===== src/rtl/cordic_exp_scheduler_pkg.sv =====
// rtl/cordic_exp_scheduler_pkg.sv - shared types and sizing helpers for the CORDIC exp scheduler
package cordic_sched_pkg;

    typedef enum logic [1:0] {
        IDLE = 2'd0,
        EVAL = 2'd1,
        OUT  = 2'd2
    } sched_state_t;

    localparam int DEFAULT_N_REQ = 4;
    localparam int DEFAULT_LEN   = 16;

    // Width of a requester index; never below one bit so ports stay legal.
    function automatic int id_width(input int n);
        return (n > 1) ? $clog2(n) : 1;
    endfunction

endpackage


===== src/rtl/cordic_exp_scheduler_if.sv =====
// rtl/cordic_exp_scheduler_if.sv - request/result handshake bundle between softmax lanes and the scheduler
interface cordic_exp_scheduler_if
    import cordic_sched_pkg::*;
#(
    parameter int N_REQ = DEFAULT_N_REQ,
    parameter int LEN   = DEFAULT_LEN,
    parameter int ID_W  = id_width(N_REQ)
) ();

    logic [N_REQ-1:0]     req_valid;
    logic [N_REQ*LEN-1:0] req_angle;
    logic [N_REQ-1:0]     req_ready;

    logic                 out_valid;
    logic                 out_ready;
    logic [ID_W-1:0]      out_id;
    logic [LEN-1:0]       out_cosh;
    logic [LEN-1:0]       out_sinh;
    logic [LEN:0]         out_exp;

    modport master (
        output req_valid, req_angle, out_ready,
        input  req_ready, out_valid, out_id, out_cosh, out_sinh, out_exp
    );

    modport slave (
        input  req_valid, req_angle, out_ready,
        output req_ready, out_valid, out_id, out_cosh, out_sinh, out_exp
    );

endinterface


===== src/rtl/cordic_exp_scheduler_rr_arbiter.sv =====
// rtl/cordic_exp_scheduler_rr_arbiter.sv - combinational round-robin pick starting just after ptr
module rr_arbiter
    import cordic_sched_pkg::*;
#(
    parameter int N_REQ = DEFAULT_N_REQ,
    parameter int ID_W  = id_width(N_REQ)
) (
    input  logic [N_REQ-1:0] req,
    input  logic [ID_W-1:0]  ptr,
    output logic [N_REQ-1:0] grant,
    output logic [ID_W-1:0]  idx,
    output logic             any
);

    int cand;

    // Scan ptr+1 .. ptr+N_REQ so the last winner is visited last.
    always_comb begin
        grant = '0;
        idx   = '0;
        any   = 1'b0;
        cand  = 0;
        for (int k = 1; k <= N_REQ; k++) begin
            cand = (int'(ptr) + k) % N_REQ;
            if (!any && req[ID_W'(cand)]) begin
                any                = 1'b1;
                grant[ID_W'(cand)] = 1'b1;
                idx                = ID_W'(cand);
            end
        end
    end

endmodule


===== src/rtl/cordic_exp_scheduler.sv =====
// rtl/cordic_exp_scheduler.sv - shares one combinational hyperbolic CORDIC core among softmax lanes
module cordic_exp_scheduler
    import cordic_sched_pkg::*;
#(
    parameter int N_REQ = DEFAULT_N_REQ,
    parameter int LEN   = DEFAULT_LEN,
    parameter int ID_W  = id_width(N_REQ)
) (
    input  logic                   clk,
    input  logic                   rst_n,
    cordic_exp_scheduler_if.slave  bus,
    output logic [LEN-1:0]         core_angle,
    input  logic [LEN-1:0]         core_cosh,
    input  logic [LEN-1:0]         core_sinh,
    output logic                   busy
);

    sched_state_t     state;
    logic [ID_W-1:0]  rr_ptr;
    logic [ID_W-1:0]  id_q;

    logic [N_REQ-1:0] grant;
    logic [ID_W-1:0]  grant_idx;
    logic             grant_any;
    logic             grant_en;
    logic             take;
    logic [LEN-1:0]   sel_angle;
    logic [LEN:0]     exp_sum;

    rr_arbiter #(
        .N_REQ (N_REQ),
        .ID_W  (ID_W)
    ) u_arb (
        .req   (bus.req_valid),
        .ptr   (rr_ptr),
        .grant (grant),
        .idx   (grant_idx),
        .any   (grant_any)
    );

    // A grant slot exists in IDLE, or in OUT once the held result is taken.
    assign grant_en      = (state == IDLE) || ((state == OUT) && bus.out_ready);
    assign bus.req_ready = grant_en ? grant : '0;
    assign take          = grant_en && grant_any;
    assign sel_angle     = bus.req_angle[int'(grant_idx)*LEN +: LEN];
    assign busy          = (state != IDLE);

    assign exp_sum = {core_cosh[LEN-1], core_cosh} + {core_sinh[LEN-1], core_sinh};

    always_ff @(posedge clk or negedge rst_n) begin
        if (!rst_n) begin
            state        <= IDLE;
            rr_ptr       <= ID_W'(N_REQ - 1);
            id_q         <= '0;
            core_angle   <= '0;
            bus.out_valid <= 1'b0;
            bus.out_id   <= '0;
            bus.out_cosh <= '0;
            bus.out_sinh <= '0;
            bus.out_exp  <= '0;
        end else begin
            if (take) begin
                core_angle <= sel_angle;
                id_q       <= grant_idx;
                rr_ptr     <= grant_idx;
            end
            case (state)
                IDLE: begin
                    if (take) state <= EVAL;
                end
                EVAL: begin
                    bus.out_cosh  <= core_cosh;
                    bus.out_sinh  <= core_sinh;
                    bus.out_exp   <= exp_sum;
                    bus.out_id    <= id_q;
                    bus.out_valid <= 1'b1;
                    state         <= OUT;
                end
                OUT: begin
                    if (bus.out_ready) begin
                        bus.out_valid <= 1'b0;
                        state         <= take ? EVAL : IDLE;
                    end
                end
                default: state <= IDLE;
            endcase
        end
    end

endmodule


===== src/flat_wrapper.sv =====
// flat-port wrapper written by rule: the top's interface ports become plain ports
module cordic_exp_scheduler_flat import cordic_sched_pkg::*;
#(
    parameter int N_REQ = DEFAULT_N_REQ,
    parameter int LEN   = DEFAULT_LEN,
    parameter int ID_W  = id_width(N_REQ)
)
  (clk, rst_n, core_angle, core_cosh, core_sinh, busy, bus_req_valid, bus_req_angle, bus_out_ready, bus_req_ready, bus_out_valid, bus_out_id, bus_out_cosh, bus_out_sinh, bus_out_exp);
  cordic_exp_scheduler_if #(.N_REQ(N_REQ), .LEN(LEN), .ID_W(ID_W)) bus_i ();
  input  logic clk;
  input  logic rst_n;
  output logic [LEN-1:0] core_angle;
  input  logic [LEN-1:0] core_cosh;
  input  logic [LEN-1:0] core_sinh;
  output logic busy;
  input wire logic [$bits(bus_i.req_valid)-1:0] bus_req_valid;
  input wire logic [$bits(bus_i.req_angle)-1:0] bus_req_angle;
  input wire logic [$bits(bus_i.out_ready)-1:0] bus_out_ready;
  output wire logic [$bits(bus_i.req_ready)-1:0] bus_req_ready;
  output wire logic [$bits(bus_i.out_valid)-1:0] bus_out_valid;
  output wire logic [$bits(bus_i.out_id)-1:0] bus_out_id;
  output wire logic [$bits(bus_i.out_cosh)-1:0] bus_out_cosh;
  output wire logic [$bits(bus_i.out_sinh)-1:0] bus_out_sinh;
  output wire logic [$bits(bus_i.out_exp)-1:0] bus_out_exp;
  assign bus_i.req_valid = bus_req_valid;
  assign bus_i.req_angle = bus_req_angle;
  assign bus_i.out_ready = bus_out_ready;
  assign bus_req_ready = bus_i.req_ready;
  assign bus_out_valid = bus_i.out_valid;
  assign bus_out_id = bus_i.out_id;
  assign bus_out_cosh = bus_i.out_cosh;
  assign bus_out_sinh = bus_i.out_sinh;
  assign bus_out_exp = bus_i.out_exp;
  cordic_exp_scheduler #(.N_REQ(N_REQ), .LEN(LEN), .ID_W(ID_W)) u_core (.clk(clk), .rst_n(rst_n), .bus(bus_i), .core_angle(core_angle), .core_cosh(core_cosh), .core_sinh(core_sinh), .busy(busy));
endmodule

===== config.mk =====
export PLATFORM = sky130hd
export DESIGN_NAME = cordic_exp_scheduler_flat
export DESIGN_NICKNAME = d
export VERILOG_FILES = /design/src/rtl/cordic_exp_scheduler_pkg.sv /design/src/rtl/cordic_exp_scheduler_if.sv /design/src/rtl/cordic_exp_scheduler_rr_arbiter.sv /design/src/rtl/cordic_exp_scheduler.sv /design/src/flat_wrapper.sv
export SDC_FILE = /design/constraint.sdc
export NUM_CORES = 1
export LEC_CHECK = 0
export BUFFER_PORTS_ARGS = -buffer_cell sky130_fd_sc_hd__buf_2
export CORE_MARGIN = 5
export CORE_UTILIZATION = 46
export CTS_BUF_LIST = sky130_fd_sc_hd__clkbuf_2
export CTS_CLUSTER_SIZE = 30
export DETAILED_ROUTE_END_ITERATION = 12
export MAX_ROUTING_LAYER = met4
export PLACE_DENSITY = 0.79
export SYNTH_ARGS = -nofsm -noshare
export SYNTH_HDL_FRONTEND = slang
export SYNTH_SLANG_ARGS = --single-unit
export TNS_END_PERCENT = 10

===== constraint.sdc =====
create_clock -name clk -period 3.3 [get_ports clk]
set_input_delay 0.66 -clock clk [delete_from_list [all_inputs] [get_ports clk]]
set_output_delay 0.66 -clock clk [all_outputs]
set_load 0.01 [all_outputs]

==> results of run 1 <==
==> worst reg2reg max path, stage by stage, from the launching register on <==
cell                      delay, ns
sky130_fd_sc_hd__dfstp_2       0.61
sky130_fd_sc_hd__buf_12        0.12
sky130_fd_sc_hd__mux4_2        0.60
sky130_fd_sc_hd__buf_4         0.19
sky130_fd_sc_hd__nor2b_4       0.14
sky130_fd_sc_hd__nor3_1        0.10
sky130_fd_sc_hd__a21oi_4       0.28
sky130_fd_sc_hd__buf_4         0.25
sky130_fd_sc_hd__mux2i_1       0.22
sky130_fd_sc_hd__mux2i_1       0.10
sky130_fd_sc_hd__mux2_2        0.27
==> stage by stage <==
stage                     hold WS [ns]  std cells  utilization (%)  power, uW
after global routing             0.308        780             59.5       6370
after CTS                        0.266        778             59.2       5900
after detailed placement         0.457        757             57.1       5210
after global placement           0.453        757             57.1       5070
final                            0.239        780             59.5       5900
after floorplan                  0.364        464                -       4150
==> timing repair <==
item	in CTS	in global routing
pin swaps	5	0
gates resized for setup	8	3
endpoints found under the setup margin	4	4
buffers inserted	6	2
==> synthesized netlist by cell type (4+ instances only) <==
| library cell | instances | area, sq um |
|---|---|---|
| sky130_fd_sc_hd__a21o_1 | 7 | 52.6 |
| sky130_fd_sc_hd__a21oi_1 | 15 | 75.1 |
| sky130_fd_sc_hd__a221oi_1 | 4 | 35.0 |
| sky130_fd_sc_hd__clkbuf_1 | 15 | 56.3 |
| sky130_fd_sc_hd__dfrtp_1 | 72 | 1800 |
| sky130_fd_sc_hd__ha_1 | 24 | 300 |
| sky130_fd_sc_hd__inv_1 | 15 | 56.3 |
| sky130_fd_sc_hd__mux2_2 | 18 | 203 |
| sky130_fd_sc_hd__mux2i_1 | 51 | 510 |
| sky130_fd_sc_hd__mux4_2 | 4 | 90.1 |
| sky130_fd_sc_hd__nand2_1 | 122 | 458 |
| sky130_fd_sc_hd__nor2_1 | 17 | 63.8 |
| sky130_fd_sc_hd__o21a_1 | 4 | 30.0 |
| sky130_fd_sc_hd__o21ai_0 | 23 | 115 |
| sky130_fd_sc_hd__o31ai_1 | 5 | 37.5 |
| sky130_fd_sc_hd__xnor2_1 | 4 | 35.0 |
| sky130_fd_sc_hd__xor2_1 | 5 | 43.8 |
==> placed cells by master (no fill, tap or decap), types with 2 or more instances in the layout <==
master / netlist / routed
sky130_fd_sc_hd__a222oi_1: 2 / 2
sky130_fd_sc_hd__mux2_2: 18 / 18
sky130_fd_sc_hd__a221oi_2: 0 / 2
sky130_fd_sc_hd__ha_1: 24 / 23
sky130_fd_sc_hd__o31ai_1: 5 / 5
sky130_fd_sc_hd__bufinv_16: 0 / 2
sky130_fd_sc_hd__inv_2: 0 / 2
sky130_fd_sc_hd__nor3_1: 3 / 3
sky130_fd_sc_hd__clkbuf_2: 0 / 9
sky130_fd_sc_hd__o21ai_1: 2 / 2
sky130_fd_sc_hd__xnor2_1: 4 / 4
sky130_fd_sc_hd__buf_12: 1 / 3
sky130_fd_sc_hd__xor2_1: 5 / 5
sky130_fd_sc_hd__nand3_1: 2 / 2
sky130_fd_sc_hd__nand2_1: 122 / 122
sky130_fd_sc_hd__buf_4: 3 / 14
sky130_fd_sc_hd__buf_2: 0 / 174
sky130_fd_sc_hd__nand4_1: 2 / 2
sky130_fd_sc_hd__clkinv_2: 0 / 3
sky130_fd_sc_hd__inv_1: 15 / 13
sky130_fd_sc_hd__a211oi_1: 3 / 3
sky130_fd_sc_hd__a21oi_2: 1 / 2
sky130_fd_sc_hd__dfrtp_1: 72 / 72
sky130_fd_sc_hd__dfstp_2: 2 / 2
sky130_fd_sc_hd__o21a_1: 4 / 4
sky130_fd_sc_hd__a21boi_0: 2 / 2
sky130_fd_sc_hd__a22oi_1: 2 / 2
sky130_fd_sc_hd__mux4_2: 4 / 4
sky130_fd_sc_hd__nor2_1: 17 / 17
sky130_fd_sc_hd__mux2i_1: 51 / 51
sky130_fd_sc_hd__a21o_1: 7 / 7
sky130_fd_sc_hd__o21ai_0: 23 / 23
sky130_fd_sc_hd__nor2b_1: 3 / 2
sky130_fd_sc_hd__or3_1: 3 / 3
sky130_fd_sc_hd__a21oi_1: 15 / 13
sky130_fd_sc_hd__a221oi_1: 4 / 2
sky130_fd_sc_hd__nor3b_1: 3 / 3
sky130_fd_sc_hd__a41oi_1: 2 / 2
==> where the power goes <==
part	leakage [uW]	internal [uW]	switching (uW)	total, uW
combinational	0.00213	1730	2000	3720
sequential	0.000893	1380	241	1620
clock	0.0000775	243	313	556
total	0.00310	3350	2550	5900
==> registers in the layout, summed over array words and instances (netlist names) <==
name	flops
u_core.core_angle	16
u_core.bus.out_valid	1
u_core.bus.out_cosh	16
u_core.bus.out_exp	17
u_core.id_q	2
u_core.bus.out_id	2
u_core.rr_ptr	2
u_core.bus.out_sinh	16
u_core.state	2
==> final cells by class <==
cell class                      count  share of cell area (%)
Clock buffer                        9                   0.785
Tap cell                          133                    2.90
Timing Repair Buffer              191                    18.1
Clock inverter                      6                    1.44
Sequential cell                    74                    32.3
Multi-Input combinational cell    352                    43.5
Inverter                           15                   0.981
==> worst paths after layout <==
check | from | endpoint | slack (ns) | depth (start not counted)
worst min-delay path | rst_n | u_core.bus.out_sinh[0] | 0.24 | 1
worst max register to register | u_core.rr_ptr[0] | u_core.core_angle[8] | 0.35 | 10
min in group clk | core_cosh[4] | u_core.bus.out_cosh[4] | 0.35 | 3
max in group asynchronous | rst_n | u_core.bus.out_cosh[11] | 2.44 | 1
worst max-delay path | u_core.rr_ptr[0] | bus_req_ready[2] | -0.04 | 7
worst min register to register | u_core.bus.out_id[1] | u_core.bus.out_id[1] | 0.50 | 2
==> layer usage <==
layer / global-route usage, % / part of all wire [%] / vias to the layer above
li1: - / - / 1982
met1: 28.4 / 44 / 1914
met2: 35.6 / 51 / 107
met3: 2.13 / 3.8 / 17
met4: 7.39 / 1.6 / 0
met5: - / 0 / -
==> cell families (layout without fill, tap and decap cells) <==
family	after synthesis	count (layout)	synth area share, %
multiplexers	73	73	17.9
flip-flops	74	74	41.4
buffers and inverters	38	221	4.14
AND/OR/NAND/NOR	166	166	16.2
AO/OA/AOI/OAI	79	79	11.4
adder cells (fa/ha/maj)	25	25	7.15
XOR/XNOR	9	9	1.76
==> flow_summary.yaml, run 1 <==
timing:
  grt_setup_unrepaired: "yes"
  worstMarginPinSlew_ns: 0.913
  timing.final.setup_violations: 3
  timing.final.crit_period_ns: 3.34
  slew-limit-headroom_pct: 39.1
  slew_violations: 0
  final_critical_path_setup_slack_ns: -0.0352
  finalSetupTns_ns: -0.0591
  final_min_period_over_clock_period_pct: 101
  hold_viol_final: 0
  fin_worst_skew_ns: 0.0151
  fmax_ghz: 0.300
setup_path:
  crit_path_largest_cell_delay_ns: 0.61
  cp_max_fo: 10
  critical_path.slowest_cell: "sky130_fd_sc_hd__dfstp_2"
  cp_top_family: "flip-flops"
  worstPathBufferInverterCount: 3
  timing.critical_path.required_ns: 2.64
  crit_arrival_ns: 2.68
  endpoint_kind: "output pin"
  timing.critical_path.from_type: "flip-flop"
  criticalPathCategory: "reg2out"
  crit_path_cell_trace: "buf_12, buf_4, mux2i_1, nor2_1, a222oi_1, a21oi_2, buf_2"
placement:
  gp_congestion: 0.902
  dpl_wire_length_microns: 9590
  io_buffers: 175
  dpl_worst_slack_ns: 0.146
  dpl-instance-area_sq_um: 5500
global_routing:
  first_pass_grt_wire_length_microns: 19900
  grt-ovfl-total: 0
  grt_antenna_before_repair: 0
  grt_pass1_vias: 4143
  groute.usage.overall_pct: 21.7
  grt_max_degree: 75
yosys:
  ys_dominant_reg_cell: "sky130_fd_sc_hd__dfrtp_1"
  post_synth.cell_area_avg_sq_um: 9.65
  synth_warnings: 0
  mappedNetlistNets: 592
  post_synth_num_cell_types: 53
  synth-async-reset-ratio_pct: 100
  synthesis.instances: 464
  synth-seq-area-share_pct: 41.4
  synth-edff-count: 0
  synth-seq-cells: 74
  synth_area_sq_um: 4480
detailed_routing:
  drc: 0
  detailedRoute.firstPassIterationCount: 5
  vias_per_cell: 5.15
  avgRoutedWirePerCell_microns: 15.9
  total_via_count_in_the_routed_design: 4020
  ant_nets: 0
  wirelength_microns: 12400
  drt_iter0_markers: 246
clocking:
  holdBufCountCts: 0
  cts_inserted_buffers: 9
  clock_path_buffers: 2
  clk_pin_slew_ns: 0.21
  cts.sinks: 74
  cts_tree: "built"
  h-tree-depth: 3
  cts_root_buffer: "sky130_fd_sc_hd__clkbuf_2"
  clock_latency_ns: 0.51
cells_and_area:
  multi_input_area_sq_um: 2500
  seqCellArea_sq_um: 1850
  layout.cell_area.non_filler_sq_um: 5740
  finish.net_count: 771
  syn2layout_area_growth_pct: 28.2
  diodes: 0
  layout-drive-gt1-share_pct: 38.2
  num-fill-cells: 877
worst_hold_path:
  min_path_type: "in2async"
status:
  failing_checks: "setup timing"
  status: "finished, violations left"
run:
  cap_violations: 0
power_and_ir_drop:
  powerDensity_nw_per_um2: 1030
  p_leak_uw: 0.00310
  ir_drop_mv: 0.590
floorplanning:
  rows: 36
  floorplan.io_pins: 176
  die_height_microns: 109
  floorplan.initialDensity_pct: 46.4
  die_area_sq_um: 11800
  floorplan.core_area_sq_um: 9640
  die-width_microns: 109
No activity file was read; power rests on OpenSTA's default activity.
==> run 2, diff against run 1 <==
--- a/config.mk
+++ b/config.mk
@@ -5,14 +5,15 @@
 export SDC_FILE = /design/constraint.sdc
 export NUM_CORES = 1
 export LEC_CHECK = 0
+export ABC_AREA = 1
 export BUFFER_PORTS_ARGS = -buffer_cell sky130_fd_sc_hd__buf_2
 export CORE_MARGIN = 5
-export CORE_UTILIZATION = 46
+export CORE_UTILIZATION = 47
 export CTS_BUF_LIST = sky130_fd_sc_hd__clkbuf_2
 export CTS_CLUSTER_SIZE = 30
 export DETAILED_ROUTE_END_ITERATION = 12
 export MAX_ROUTING_LAYER = met4
-export PLACE_DENSITY = 0.79
+export PLACE_DENSITY = 0.8
 export SYNTH_ARGS = -nofsm -noshare
 export SYNTH_HDL_FRONTEND = slang
 export SYNTH_SLANG_ARGS = --single-unit
==> run 2 against run 1 <==
  * Clock power is 5.0% higher
  * Cell count is 27% higher
  * The run now ends clean
  * First-iteration DRC count is 61% higher
  * Maximum frequency is 5.7% higher
  * Synthesized cell count is 45% higher
  * Largest cell class unchanged
  * Largest power group unchanged
  * Count of clock-buffer cells in the layout stayed put
  * Utilization is 2.1 points higher
  * Worst setup slack better by 0.18 ns
  * Combinational power is 18% higher
  * Sequential share of layout area is 1.8 points lower
  * Critical path depth is 6 higher
  * Via count is 22% higher
==> flow_summary.yaml, run 2 <==
floorplanning:
  floorplan.initialDensity_pct: 48.5
  die_height_microns: 111
  floorplan.io_pins: 176
  die-width_microns: 111
  rows: 36
  floorplan.core_area_sq_um: 9860
  die_area_sq_um: 12300
clocking:
  h-tree-depth: 3
  clock_latency_ns: 0.52
  cts_inserted_buffers: 9
  clock_path_buffers: 2
  cts.sinks: 74
  clk_pin_slew_ns: 0.24
  holdBufCountCts: 0
  cts_root_buffer: "sky130_fd_sc_hd__clkbuf_2"
  cts_tree: "built"
setup_path:
  endpoint_kind: "output pin"
  cp_max_fo: 7
  crit_arrival_ns: 2.50
  criticalPathCategory: "reg2out"
  timing.critical_path.from_type: "flip-flop"
  timing.critical_path.required_ns: 2.64
timing:
  timing.final.setup_violations: 0
  fmax_ghz: 0.317
  final_min_period_over_clock_period_pct: 95.7
  timing.final.crit_period_ns: 3.16
  slew-limit-headroom_pct: 36.0
  timing.hold.ws_ns: 0.245
  hold_viol_final: 0
  slew_violations: 0
  worstMarginPinSlew_ns: 0.958
  fin_worst_skew_ns: 0.0201
  grt_setup_unrepaired: "yes"
yosys:
  post_synth_num_cell_types: 37
  synth_area_sq_um: 4790
  synthesis.instances: 673
  synth.area.top_cells: "sky130_fd_sc_hd__dfrtp_1, sky130_fd_sc_hd__nand2_1, sky130_fd_sc_hd__nand3_1, sky130_fd_sc_hd__inv_1, sky130_fd_sc_hd__ha_1"
  synth_warnings: 0
  synth-async-reset-ratio_pct: 100
  yosysTopAreaCellShare_pct: 37.6
  post_synth_most_frequent_cells: "sky130_fd_sc_hd__nand2_1, sky130_fd_sc_hd__inv_1, sky130_fd_sc_hd__nand3_1"
  synth-seq-cells: 74
  most_numerous_cell_in_the_yosys_netlist: "sky130_fd_sc_hd__nand2_1"
  synth-seq-area-share_pct: 38.7
  mappedNetlistNets: 801
  ys_dominant_reg_cell: "sky130_fd_sc_hd__dfrtp_1"
  synth-edff-count: 0
  synth_top_cell_by_area: "sky130_fd_sc_hd__dfrtp_1"
  post_synth.cell_area_avg_sq_um: 7.11
global_routing:
  first_pass_grt_wire_length_microns: 22900
  grt_max_degree: 75
  grt_pass1_vias: 4628
  grt_antenna_before_repair: 0
  grt-ovfl-total: 0
  groute.usage.overall_pct: 22.9
cells_and_area:
  largest_reg_flops: 17
  layout-drive-gt1-share_pct: 28.4
  finish.net_count: 983
  final_core_util_pct: 61.7
  num-fill-cells: 986
  syn2layout_area_growth_pct: 27.1
  layout_common_cells: "sky130_fd_sc_hd__nand2_1, sky130_fd_sc_hd__buf_2, sky130_fd_sc_hd__nand3_1"
  most_frequent_standard_cell_in_the_layout_excluding_fill_and_tap_cells: "sky130_fd_sc_hd__nand2_1"
  diodes: 0
  registers.top_by_ff_count: "u_core.bus.out_exp"
status:
  status: "finished clean"
placement:
  gp_congestion: 0.918
  dpl_wire_length_microns: 10400
  io_buffers: 175
power_and_ir_drop:
  ir_drop_mv: 0.549
  power.switching_fraction_pct: 50.6
  powerDensity_nw_per_um2: 1080
  intPower_uw: 3260
  combPwrFrac_pct: 66.5
  switching_power_uw: 3330
  p_leak_uw: 0.00355
  power.share.clock_pct: 8.9
  sequentialPowerShare_pct: 24.7
detailed_routing:
  ant_nets: 0
  wirelength_met1_microns: 6250
  drc: 0
  wire_length_on_met2_microns: 6330
  route.top_layer_used: "met4"
  total_via_count_in_the_routed_design: 4905
  detailedRoute.firstPassIterationCount: 5
  vias_per_cell: 4.94
  wirelength_microns: 13800
  met3_length_microns: 1110
  avgRoutedWirePerCell_microns: 13.9
  drt_iter0_markers: 395
run:
  cap_violations: 0
worst_hold_path:
  min_path_type: "in2async"
==> run 2: changes by cell type after synthesis, sizes merged, moves of 6 or more <==
cell	before	now
mux2i	51	0
a21o	7	0
o21ai	25	31
mux2	18	0
nand3	2	89
or2	1	18
inv	15	91
nand2	122	264
==> run 2: power by group through the flow <==
stage	sequential [uW]	combinational [uW]	clock (uW)
2_1_floorplan	1840	2700	0
3_3_place_gp	1650	4030	0
3_5_place_dp	1660	4080	0
4_1_cts	1630	4160	604
5_1_grt	1700	4910	642
6_report	1630	4380	584
==> run 2: timing repair <==
item,in CTS,in global routing
gates resized for setup,5,16
buffers inserted,2,10
setup endpoints to repair,4,4
pin swaps,1,8
==> run 2: critical path, stage by stage (launching register included) <==
cell	delay (ns)
sky130_fd_sc_hd__dfstp_2	0.60
sky130_fd_sc_hd__clkinv_4	0.08
sky130_fd_sc_hd__ha_4	0.31
sky130_fd_sc_hd__inv_4	0.04
sky130_fd_sc_hd__nand3_4	0.06
sky130_fd_sc_hd__nand2_4	0.08
sky130_fd_sc_hd__nor2_4	0.19
sky130_fd_sc_hd__nand2_4	0.09
sky130_fd_sc_hd__nor2_4	0.12
sky130_fd_sc_hd__inv_2	0.06
sky130_fd_sc_hd__o21ai_2	0.13
sky130_fd_sc_hd__nand2_1	0.06
sky130_fd_sc_hd__inv_1	0.07
sky130_fd_sc_hd__buf_6	0.10
==> run 2: layout make-up <==
class | count | area [sq um] | area share (%)
inverters | 91 | 349 | 5.74
flip-flops and latches | 74 | 1850 | 30.5
multi-input cells | 488 | 2550 | 41.9
repair buffers | 191 | 1020 | 16.8
well taps | 133 | 166 | 2.73
clock buffers | 9 | 45.0 | 0.740
clock inverters | 7 | 93.8 | 1.54
==> run 2: cell families (layout without fill, tap and decap cells) <==
logic type,after synthesis,in the layout,synth area share (%)
buffers and inverters,111,298,9.51
AO/OA/AOI/OAI,66,66,8.15
XOR/XNOR,7,7,1.28
adder cells (fa/ha/maj),25,25,6.69
AND/OR/NAND/NOR,390,390,35.6
flip-flops,74,74,38.7
==> run 2: layer usage <==
metal,vias up,GRT usage [%]
li1,2488,-
met1,2198,31.1
met2,210,35.1
met3,9,5.62
met4,0,4.52
met5,-,-
==> run 2: worst paths after layout <==
path / cells after the start / slack (ns) / endpoint / startpoint
setup / recovery: 13 / 0.14 / bus_req_ready[0] / u_core.rr_ptr[0]
hold / removal: 1 / 0.25 / u_core.bus.out_sinh[4] / rst_n
setup reg to reg: 11 / 0.59 / u_core.rr_ptr[1] / u_core.rr_ptr[0]
hold reg to reg: 1 / 0.47 / u_core.state[1] / u_core.state[0]
max in group asynchronous: 1 / 2.45 / u_core.bus.out_sinh[1] / rst_n
min in group clk: 3 / 0.34 / u_core.bus.out_sinh[0] / core_sinh[0]
==> run 2: per-stage QoR <==
step                      cell area, sq um  total power, uW  TNS [ns]  instances  setup slack [ns]
after floorplan                       4790             4540         0        673             0.457
after global placement                5770             5670         0        965             0.222
after detailed placement              5770             5740         0        965             0.181
after CTS                             5950             6400         0        983           0.00430
after global routing                  6080             7250    -0.132        993           -0.0581
final                                 6080             6590         0        993             0.143
